`src/rtl/program_loader.sv`:
```
// Boot loader that receives a length-prefixed program over a byte link, writes it
// to program memory as halfwords and holds the CPU in reset until the load completes.
module program_loader #(
  parameter int MAX_HALFWORDS  = 1024,
  parameter int TIMEOUT_CYCLES = 65536
) (
  input  logic        clk_i,
  input  logic        reset_i,
  input  logic        byte_valid_i,
  input  logic [7:0]  byte_i,
  output logic        program_mem_write_en_o,
  output logic [15:0] instruction_o,
  output logic [31:0] instruction_addr_o,
  output logic        cpu_reset_o,
  output logic        load_done_o,
  output logic        error_o
);

  // state   | meaning
  // LEN_LO  | waiting for length low byte (no timeout)
  // LEN_HI  | waiting for length high byte
  // DATA_LO | waiting for halfword low byte
  // DATA_HI | waiting for halfword high byte; write issued next cycle
  // DONE    | program loaded, CPU released
  // ERROR   | load aborted (oversize frame or link timeout)
  typedef enum logic [2:0] {
    LEN_LO  = 3'd0,
    LEN_HI  = 3'd1,
    DATA_LO = 3'd2,
    DATA_HI = 3'd3,
    DONE    = 3'd4,
    ERROR   = 3'd5
  } state_t;

  localparam int TW = $clog2(TIMEOUT_CYCLES) + 1;

  state_t        state, state_next;
  logic [7:0]    len_lo;
  logic [7:0]    lo_byte;
  logic [15:0]   len;
  logic [15:0]   hw_count;
  logic [31:0]   write_addr;
  logic [TW-1:0] idle_cnt;
  logic [15:0]   frame_len;
  logic          timed;
  logic          timeout;
  logic          last_hw;

  always_comb begin
    frame_len = {byte_i, len_lo};
    timed     = (state == LEN_HI) || (state == DATA_LO) || (state == DATA_HI);
    // A byte in the terminal idle cycle wins over the timeout.
    timeout   = timed && !byte_valid_i && (idle_cnt == TW'(TIMEOUT_CYCLES - 1));
    last_hw   = ({1'b0, hw_count} + 17'd1) == {1'b0, len};
  end

  always_ff @(posedge clk_i) begin
    if (reset_i) state <= LEN_LO;
    else         state <= state_next;
  end

  always_comb begin
    state_next  = state;
    cpu_reset_o = 1'b1;
    load_done_o = 1'b0;
    error_o     = 1'b0;
    case (state)
      LEN_LO: begin
        if (byte_valid_i) state_next = LEN_HI;
      end
      LEN_HI: begin
        if (byte_valid_i) begin
          if (frame_len == 16'd0)                   state_next = DONE;
          else if (32'(frame_len) > MAX_HALFWORDS) state_next = ERROR;
          else                                      state_next = DATA_LO;
        end else if (timeout) begin
          state_next = ERROR;
        end
      end
      DATA_LO: begin
        if (byte_valid_i) state_next = DATA_HI;
        else if (timeout) state_next = ERROR;
      end
      DATA_HI: begin
        if (byte_valid_i) state_next = last_hw ? DONE : DATA_LO;
        else if (timeout) state_next = ERROR;
      end
      DONE: begin
        cpu_reset_o = 1'b0;
        load_done_o = 1'b1;
      end
      ERROR: begin
        error_o = 1'b1;
      end
      default: state_next = LEN_LO;
    endcase
  end

  always_ff @(posedge clk_i) begin
    if (reset_i) begin
      len_lo                 <= 8'd0;
      lo_byte                <= 8'd0;
      len                    <= 16'd0;
      hw_count               <= 16'd0;
      write_addr             <= 32'd0;
      idle_cnt               <= '0;
      program_mem_write_en_o <= 1'b0;
      instruction_o          <= 16'd0;
      instruction_addr_o     <= 32'd0;
    end else begin
      program_mem_write_en_o <= 1'b0;
      if (byte_valid_i && state == LEN_LO)  len_lo  <= byte_i;
      if (byte_valid_i && state == LEN_HI)  len     <= frame_len;
      if (byte_valid_i && state == DATA_LO) lo_byte <= byte_i;
      // Data and address are registered together with the strobe so they are
      // stable for the whole write cycle even if the next low byte arrives then.
      if (byte_valid_i && state == DATA_HI) begin
        program_mem_write_en_o <= 1'b1;
        instruction_o          <= {byte_i, lo_byte};
        instruction_addr_o     <= write_addr;
        write_addr             <= write_addr + 32'd2;
        hw_count               <= hw_count + 16'd1;
      end
      if (byte_valid_i || !timed || state_next != state) idle_cnt <= '0;
      else                                               idle_cnt <= idle_cnt + 1'b1;
    end
  end

endmodule

```
`config.mk`:
```
export PLATFORM = sky130hd
export DESIGN_NAME = program_loader
export DESIGN_NICKNAME = d
export VERILOG_FILES = /design/src/rtl/program_loader.sv
export SDC_FILE = /design/constraint.sdc
export NUM_CORES = 1
export LEC_CHECK = 0
export CAP_MARGIN = 20
export CORE_MARGIN = 2
export CORE_UTILIZATION = 51
export CTS_CLUSTER_DIAMETER = 150
export CTS_CLUSTER_SIZE = 28
export DETAILED_ROUTE_END_ITERATION = 12
export PLACE_DENSITY = 0.75
export SLEW_MARGIN = 20
export SYNTH_ARGS = -nofsm -noshare
export SYNTH_HDL_FRONTEND = slang
export SYNTH_SLANG_ARGS = --single-unit
```
`constraint.sdc`:
```
create_clock -name clk_i -period 2.4 [get_ports clk_i]
set_input_delay 0.48 -clock clk_i [delete_from_list [all_inputs] [get_ports clk_i]]
set_output_delay 0.48 -clock clk_i [all_outputs]
set_load 0.05 [all_outputs]
```
# Yosys cells after proc, flatten, opt, wreduce, memory -nomap -nowiden
# Cells that the tools add are included.
[op_classes] n_addsub=4 n_lt_le_gt_ge=1 eq_ne=8 n_mux=13 reduce_logical=16
[op_table] operator="$add A32 B2 Y32 const B" n=1
[op_table] operator="$mux W3" n=8
[op_table] operator="$add A16 B1 Y17 const B" n=1
[op_table] operator="$add A17 B1 Y17 const B" n=1
[op_table] operator="$eq A17 B16 Y1" n=1
[op_table] operator="$eq A17 B16 Y1 const B" n=1
[op_table] operator="$add A16 B1 Y16 const B" n=1
[op_table] operator="$gt A16 B11 Y1 const B" n=1
[op_table] operator="$logic_not A16 Y1" n=1
[op_table] operator="$pmux W3 S5" n=1
[op_table] operator="$eq A3 B2 Y1 const B" n=2
[op_table] operator="$eq A3 B3 Y1 const B" n=2
[op_table] operator="$logic_and A1 B1 Y1" n=6
[op_table] operator="$logic_or A1 B1 Y1" n=4
[op_table] operator="$mux W1" n=4
[op_table] operator="$reduce_or A2 Y1" n=2
[op_table] operator="$eq A3 B1 Y1 const B" n=1
[op_table] operator="$logic_not A3 Y1" n=1
[op_table] operator="$ne A3 B3 Y1" n=1
[op_table] operator="$logic_not A1 Y1" n=2
[word_totals] register_bits=149 input_bits=11 out_inout_bits=52 elab_cells=52

# Logic depth before layout (Yosys ltp)
# Gate-level depths: netlist of the first run.
[depth] word_depth=11 depth_mapped=12 mapped_depth_nobuf=11

# Worst setup path before layout of the first run
# OpenSTA, ideal clock, no wires.
[synth_timing] kind="input-to-reg" start="input byte_i[0]" end="register idle_cnt[11]" setup_time_ns=0.062 arrival_ns=2.312 required_ns=2.338 setup_slack_ns=0.026 path_stages=7 n_path_buf=1 path_cell_list="or4_1 o31ai_4 or4b_1 a32oi_2 nand2_2 buf_6 nor2_2"
[synth_between] elab_chain_len=8 word_cells_on_any_way=9
[synth_lines] element="from (decl)" line="10" text="input logic [7:0] byte_i,"
[synth_lines] element="$gt A16 B11 Y1" line="74" text="else if (32'(frame_len) > MAX_HALFWORDS) state_next = ERROR;"
[synth_lines] element="$mux W3" line="74"
[synth_lines] element="$mux W3 (*)" line="73" text="if (frame_len == 16'd0) state_next = DONE;"
[synth_lines] element="$mux W3 (*)" line="72" text="if (byte_valid_i) begin"
[synth_lines] element="$pmux W3 S5 (*)" line="67" text="case (state)"
[synth_lines] element="$ne A3 B3 Y1 (*)" line="124" text="if (byte_valid_i || !timed || state_next != state) idle_cnt <= '0;"
[synth_lines] element="$logic_or A1 B1 Y1 (*)" line="124"
[synth_lines] element="$reduce_or A2 Y1 (no source line) (*)"
[synth_lines] element="to (signal assigned)" line="125" text="else idle_cnt <= idle_cnt + 1'b1;"
[synth_lines] element="to (decl)" line="43" text="logic [TW-1:0] idle_cnt;"
# Every way passes the cells marked *; elsewhere a longest branch is shown, timed or not.
# A chain may end at the register's enable or synchronous reset.

# Worst setup path in the final report of the first run
[layout_timing] start="register idle_cnt[0]" end="register idle_cnt[5]"
[layout_between] elab_chain_len=8 word_cells_on_any_way=11
[layout_lines] element="$eq A17 B16 Y1" line="53" text="timeout = timed && !byte_valid_i && (idle_cnt == TW'(TIMEOUT_CYCLES - 1));"
[layout_lines] element="$logic_and A1 B1 Y1" line="53"
[layout_lines] element="$mux W3" line="76, 82, 86"
[layout_lines] element="$mux W3 (on tied branches)" line="85, 72, 81"
[layout_lines] element="$pmux W3 S5" line="67"
[layout_lines] element="$ne A3 B3 Y1" line="124"
[layout_lines] element="$logic_or A1 B1 Y1" line="124"
[layout_lines] element="$reduce_or A2 Y1 (no source line)"
# Several ways; a longest one is shown, not always the timed one.

==> results of run 1 <==
-- power by group --
part           leakage (nW)  internal [W]  total, W  switching [W]
Combinational          1.28     0.0000856  0.000220       0.000135
Clock                 0.283       0.00165   0.00263       0.000980
Sequential             1.19       0.00246   0.00248      0.0000199
Total                  2.75       0.00419   0.00533        0.00113
-- cell families (layout without fill, tap and decap cells) --
kind of cell,Yosys count,after routing
simple gates,383,383
flops,147,147
compound gates,101,101
xor+xnor,74,74
buf+inv,51,144
mux,9,9
fa+ha+maj,4,4
other cells,1,1
-- stage by stage --
stage	total power, W	cells	TNS (ps)	util, %
global placement	0.002743	978	-8517	60.01
global route	0.005494	1010	-606.5	65.61
floorplan	0.002672	770	0	-
CTS	0.005357	1009	0	64.96
detailed placement	0.002747	978	-9565	60.01
finish	0.005328	1010	0	65.61
-- cell usage in the layout, fill, tap and decap left out, types with 4 or more instances in the layout --
cell,n
dfxtp_2,4
xnor2_1,32
clkdlybuf4s50_1,54
nor4_1,9
clkbuf_16,17
o21ai_0,8
mux2i_1,9
nand2b_1,5
xor2_1,42
clkinv_2,4
nor2_2,12
nand2_1,178
nor2_1,75
or3_1,7
dfxtp_1,143
nor3_1,9
nand3_1,18
and4_1,4
and3_1,8
buf_4,47
a21oi_1,83
nand4_1,27
inv_1,6
-- layout make-up --
type                       instances  share of cell area (%)
multi-input combinational        572                   40.36
sequential                       147                   37.40
timing repair buffer             107                   12.21
clock buffer                      21                   5.715
tap                              147                   2.334
clock inverter                    10                   1.699
inverter                           6                  0.2858
-- per-layer routing --
layer | wire, um | vias up | share of wire, % | track usage (%)
met5 | 0 | - | 0 | 0
met4 | 369 | 0 | 2.5 | 10.20
met3 | 576 | 33 | 4.0 | 5.640
met2 | 6883 | 111 | 47 | 36.35
met1 | 6738 | 2565 | 46 | 30.06
li1 | - | 2736 | - | -
-- sequential cells by signal (all words and copies together) (netlist names) --
name	count
instruction_addr_o	31
write_addr	31
idle_cnt	17
hw_count	16
instruction_o	16
len	16
len_lo	8
lo_byte	8
state	3
program_mem_write_en_o	1
-- worst max-delay path by stage --
stage                   endpoint  cells past startpoint  slack, ps         from
global placement     idle_cnt[3]                      8       -490    byte_i[0]
global route         idle_cnt[5]                     11        -50  idle_cnt[1]
floorplan           idle_cnt[11]                      7         30    byte_i[0]
CTS                 idle_cnt[15]                      8          7    byte_i[0]
finish               idle_cnt[5]                     11         40  idle_cnt[0]
detailed placement   idle_cnt[2]                      8       -560    byte_i[0]
-- worst min-delay path, delay by kind of cell (launching register included) --
kind	cells	cell delay, ps
DFF	1	310
and+or+nand+nor	1	50
AOI/OAI and AO/OA	1	50
-- repair_timing --
action	CTS	global route
hold endpoints to repair	0	0
setup buffers	0	1
endpoints found under the setup margin	19	19
resized for setup	4	21
pin swaps	1	5
==> flow_summary_export.csv, run 1 <==
group,metric,value,unit
critical_path,r2r_start,"idle_cnt[0]",
critical_path,path_class,"reg -> reg",
final_layout,drive_gt1_share,13.21,%
final_layout,antenna_cells,0,
drt,drt-pass1-iter-count,4,
floorplanning,die_w,115.1,um
final_layout,fin_area,0.007881,mm2
synth,synth-compound-area-share,8.865,%
synth,post-synth-top-count-cell,"nand2_1",
synth,ys_seq_area_share,46.75,%
synth,synthMuxAreaShare,1.431,%
clock_network,cts_made_buffers,17,
pwr,peakVddDrop,0.0005076,V
critical_path,worstRegToRegCells,11,
hold_path,min_from,"instruction_addr_o[4]",
synth,netlist_top_cells_count,"178 x nand2_1, 147 x dfxtp_1, 83 x a21oi_1",
pwr,p_leak,2.749,nW
timing,fmax,0.4230,GHz
drt,ant_nets,0,
critical_path,end_kind,"flip-flop",
place,place.port_buffers,61,
critical_path,critPathTopFamily,"simple AND/OR/NAND/NOR gates",
synth,synth_simple_gate_area_share,28.07,%
critical_path,crit_path_start_kind,"flip-flop",
timing,period_needed,2364,ps
timing,finalHoldViolCount,0,
critical_path,worstPathArrival,2680,ps
final_layout,n_fill_cell,984,
synth,syn_area_per_cell,8.175,um2
run,drv_cap,0,
synth,ys_ff_latch,147,
floorplanning,core_area,0.01201,mm2
synth,ys_top_cells_by_area,"dfxtp_1 47%, nand2_1 11%, a21oi_1 6.6%",
drt,drc,0,
synth,synth_cells,770,
synth,synth_top_area_share,46.75,%
timing,finalMaxSlewViolations,0,
drt,drtIter0Drc,301,
hold_path,hold_end,"instruction_addr_o[4]",
global_routing,gr-total-overflow,0,
critical_path,cp_slowest_stage_delay,350,ps
timing,fin_ws,35.97,ps
place,dp_hpwl,10.02,mm
floorplanning,start_util,52.41,%
global_routing,grt_usage,23.02,%
critical_path,critPathBufInv,0,
synth,synth_top_family_by_area,"simple AND/OR/NAND/NOR gates",
drt,via_count,5445,
hold_path,hold_class,"reg -> reg",
timing,setup_viol,0,
global_routing,grt_antenna_before_repair,0,
synth,syn_nets,785,
drt,via_per_inst,5.391,
clock_network,numClockSinks,147,
synth,synth_xor_xnor_area_share,10.30,%
hold_path,whs_path_depth,2,
critical_path,rr_endpoint,"idle_cnt[5]",
pwr,power_density,676.1,mW/mm2
drt,wire_per_inst,14.42,um
final_layout,multi_input_area,0.003181,mm2
final_layout,syn_to_final_growth,25.20,%
clock_network,cts_root_buffer,"clkbuf_16",
clock_network,holdBufCountCts,0,
critical_path,crit_slowest_cell,"dfxtp_2",
timing,rsz0062_at_grt,"yes",
timing,skew,6.652,ps
clock_network,clock_latency,430,ps
synth,yosys_warnings,0,
final_layout,fin_nets,866,
synth,synth_edf_count,0,
global_routing,grt_max_degree,57,
floorplanning,fp.dieArea,0.01325,mm2
synth,netlist_area,0.006295,mm2
critical_path,crit_required,2720,ps
clock_network,cts_max_level,4,
final_layout,seq_area,0.002948,mm2
timing,finalCritPeriodShare,98.50,%
global_routing,grt_pass1_wl,24.36,mm
place,dpl_cell_area,0.007208,mm2
timing,worst_slew_pin_slew,563.3,ps
critical_path,cp_max_fo,4,
floorplanning,num_rows,40,
critical_path,crit_top_cell,"and3_4",
outcome,status,"finished clean",
synth,async_flop_share,0,%
drt,totalWireLength,14.57,mm
synth,yosysUniqueCellTypes,50,
synth,synth_fa_ha_area_share,0.7951,%
timing,slew_headroom,62.33,%
clock_network,clockBufferDepth,2,
place,pre_cts_ws,-557.2,ps
critical_path,ff2ff_setup_slack,40,ps
synth,synth_top_cell_by_area,"dfxtp_1",
place,place_congestion,0.9141,
synth,synth_top_flop_cell,"dfxtp_1",
global_routing,grt_pass1_vias,5216,
timing,holdWs,454.0,ps
floorplanning,io_pins,63,
floorplanning,die_h,115.1,um
critical_path,path_cells,"ha_4, and3_4, nand4_1, nor2_2, and3_4, ha_2, or2b_1, o21bai_1, a32oi_2, nand2_2, and2b_2",
clock_network,tritoncts,"done",
clock_network,path_clk_slew,60,ps
Power figures use the tool's default switching activity.
==> run 2, diff against run 1 <==
CORE_UTILIZATION = 60   (was 51)
PLACE_DENSITY = 0.83   (was 0.75)
clock period = 3.1 ns   (was 2.4 ns; I/O delays follow)
==> flow_summary_export.csv, run 2 (synthesized netlist as in run 1, its figures left out) <==
group,metric,value,unit
critical_path,end_kind,"primary output",
pwr,p_leak,2.646,nW
final_layout,antenna_cells,0,
clock_network,cts_made_buffers,17,
final_layout,final_cell_mix,"178 x nand2_1, 147 x dfxtp_1, 83 x a21oi_1, 79 x nor2_1, 60 x clkdlybuf4s50_1",
clock_network,clockBufferDepth,2,
clock_network,cts_root_buffer,"clkbuf_8",
global_routing,grt_max_degree,83,
hold_path,hold_class,"reg -> reg",
clock_network,post_cts_resized,0,
drt,wire_per_inst,15.26,um
floorplanning,die_w,106.4,um
floorplanning,num_rows,37,
drt,ant_nets,0,
place,dp_hpwl,9.682,mm
critical_path,crit_required,2480,ps
global_routing,grt_pass1_vias,5345,
clock_network,clock_latency,530,ps
timing,worst_slew_pin_slew,606.0,ps
critical_path,path_class,"reg -> out",
clock_network,holdBufCountCts,0,
clock_network,cts_max_level,4,
critical_path,crit_slowest_cell,"clkdlybuf4s50_1",
final_layout,final_common_cell,"nand2_1",
final_layout,drive_gt1_share,8.690,%
drt,totalWireLength,14.90,mm
pwr,p_comb_share,3.7,%
pwr,switching_share,20.34,%
critical_path,crit_path_start_kind,"flip-flop",
pwr,power_density,565.3,mW/mm2
final_layout,fin_util,74.93,%
timing,fmax,0.3476,GHz
timing,rsz0062_at_grt,"no",
critical_path,cp-startpoint,"state[0]",
critical_path,r2r_start,"hw_count[0]",
place,place.port_buffers,61,
critical_path,worstPathArrival,2260,ps
critical_path,cp_max_fo,10,
timing,skew,6.440,ps
critical_path,path_cells,"nor2b_1, and2_1, clkdlybuf4s50_1",
pwr,p_sw,0.0008853,W
global_routing,gr-total-overflow,0,
timing,slew_headroom,59.60,%
floorplanning,io_pins,63,
run,drv_cap,0,
clock_network,path_clk_slew,60,ps
final_layout,fin_nets,842,
pwr,clkPwrFrac,52.1,%
timing,finalHoldViolCount,0,
place,place_congestion,0.9426,
final_layout,finalNonFillerCells,976,
pwr,sequentialPowerShare,44.2,%
drt,drtIter0Drc,315,
timing,finalMaxSlewViolations,0,
clock_network,tritoncts,"done",
final_layout,top_regs,"instruction_addr_o: 31 flops, write_addr: 31 flops, idle_cnt: 17 flops",
floorplanning,core_area,0.01028,mm2
floorplanning,fp.dieArea,0.01133,mm2
critical_path,ff2ff_setup_slack,310,ps
place,place_inst,944,
global_routing,grt_pass1_wl,24.52,mm
critical_path,cp_slowest_stage_delay,790,ps
floorplanning,die_h,106.4,um
clock_network,numClockSinks,147,
clock_network,postCtsSetupBuffers,0,
floorplanning,start_util,61.25,%
drt,via_per_inst,5.663,
drt,drt-pass1-iter-count,5,
outcome,status,"finished clean",
timing,finalCritPeriodShare,92.80,%
timing,period_needed,2877,ps
drt,drc,0,
timing,setup_viol,0,
drt,via_count,5527,
final_layout,syn_to_final_growth,22.34,%
pwr,peakVddDrop,0.0004129,V
global_routing,grt_usage,27.04,%
hold_path,min_from,"instruction_addr_o[8]",
pwr,internal_power,0.003468,W
global_routing,grt_antenna_before_repair,0,
-- run 2: changes by cell type in the layout (fill, tap and decap cells not counted), sizes merged --
| cell | change |
|---|---|
| buf | -26 |
| clkdlybuf4s50 | +6 |
| clkbuf | +4 |
| clkinv | -3 |
| dlymetal6s2s | -3 |
| bufinv | +2 |
| clkinvlp | -2 |
| dlygate4sd2 | -1 |
-- run 2: per-layer routing --
metal | track usage (%) | part of all wire (%)
met5 | 0 | 0
met4 | 11.50 | 2.3
met3 | 6.499 | 4.8
met2 | 45.97 | 50
met1 | 32.75 | 43
-- run 2: layout make-up --
class                           count  area [um2]
Multi-Input combinational cell    572        3118
Sequential cell                   147        2943
Fill cell                         699        2576
Timing Repair Buffer               83       785.8
Clock buffer                       25       494.2
Tap cell                          136       170.2
Clock inverter                      7       167.7
Inverter                            6       22.52
-- run 2: power by group through the flow --
| stage | registers (W) | logic (W) | clock network [W] |
|---|---|---|---|
| after global routing | 0.00192 | 0.000175 | 0.00237 |
| final | 0.00192 | 0.000163 | 0.00227 |
| after CTS | 0.00192 | 0.000161 | 0.00228 |
| after floorplan | 0.00196 | 0.000113 | 0 |
| after detailed placement | 0.00196 | 0.000158 | 0 |
| after global placement | 0.00196 | 0.000154 | 0 |
-- run 2: final timing paths --
check / to / cells past startpoint
min reg2reg: instruction_addr_o[8] / 2
max: error_o / 3
min: instruction_addr_o[8] / 2
max reg2reg: state[1] / 7
-- run 2: metrics by stage --
stage                     setup TNS (ps)  power [W]  hold WS (ps)  area [um2]  worst slack, ps
after floorplan                        0   0.002068         431.3        6295            585.8
after global placement                 0   0.002117         437.2        7039            5.762
after detailed placement          -580.8   0.002122         444.3        7039           -73.91
after CTS                              0   0.004364         454.8        7701            223.9
after global routing                   0   0.004467         468.0        7701            144.0
final                                  0   0.004353         453.5        7701            223.1
-- run 2: critical path, delay by kind of cell, from the launching register on --
| kind | cells | cell delay [ps] |
|---|---|---|
| buf+inv | 1 | 790 |
| flops | 1 | 540 |
| simple gates | 2 | 390 |
==> run 3, diff against run 2 <==
CTS_CLUSTER_DIAMETER = 200   (was 150)
SKIP_CTS_REPAIR_TIMING = 1   (was default)
==> results of run 3 <==
No change in the layout: final DEF, timing and power equal those of run 2.
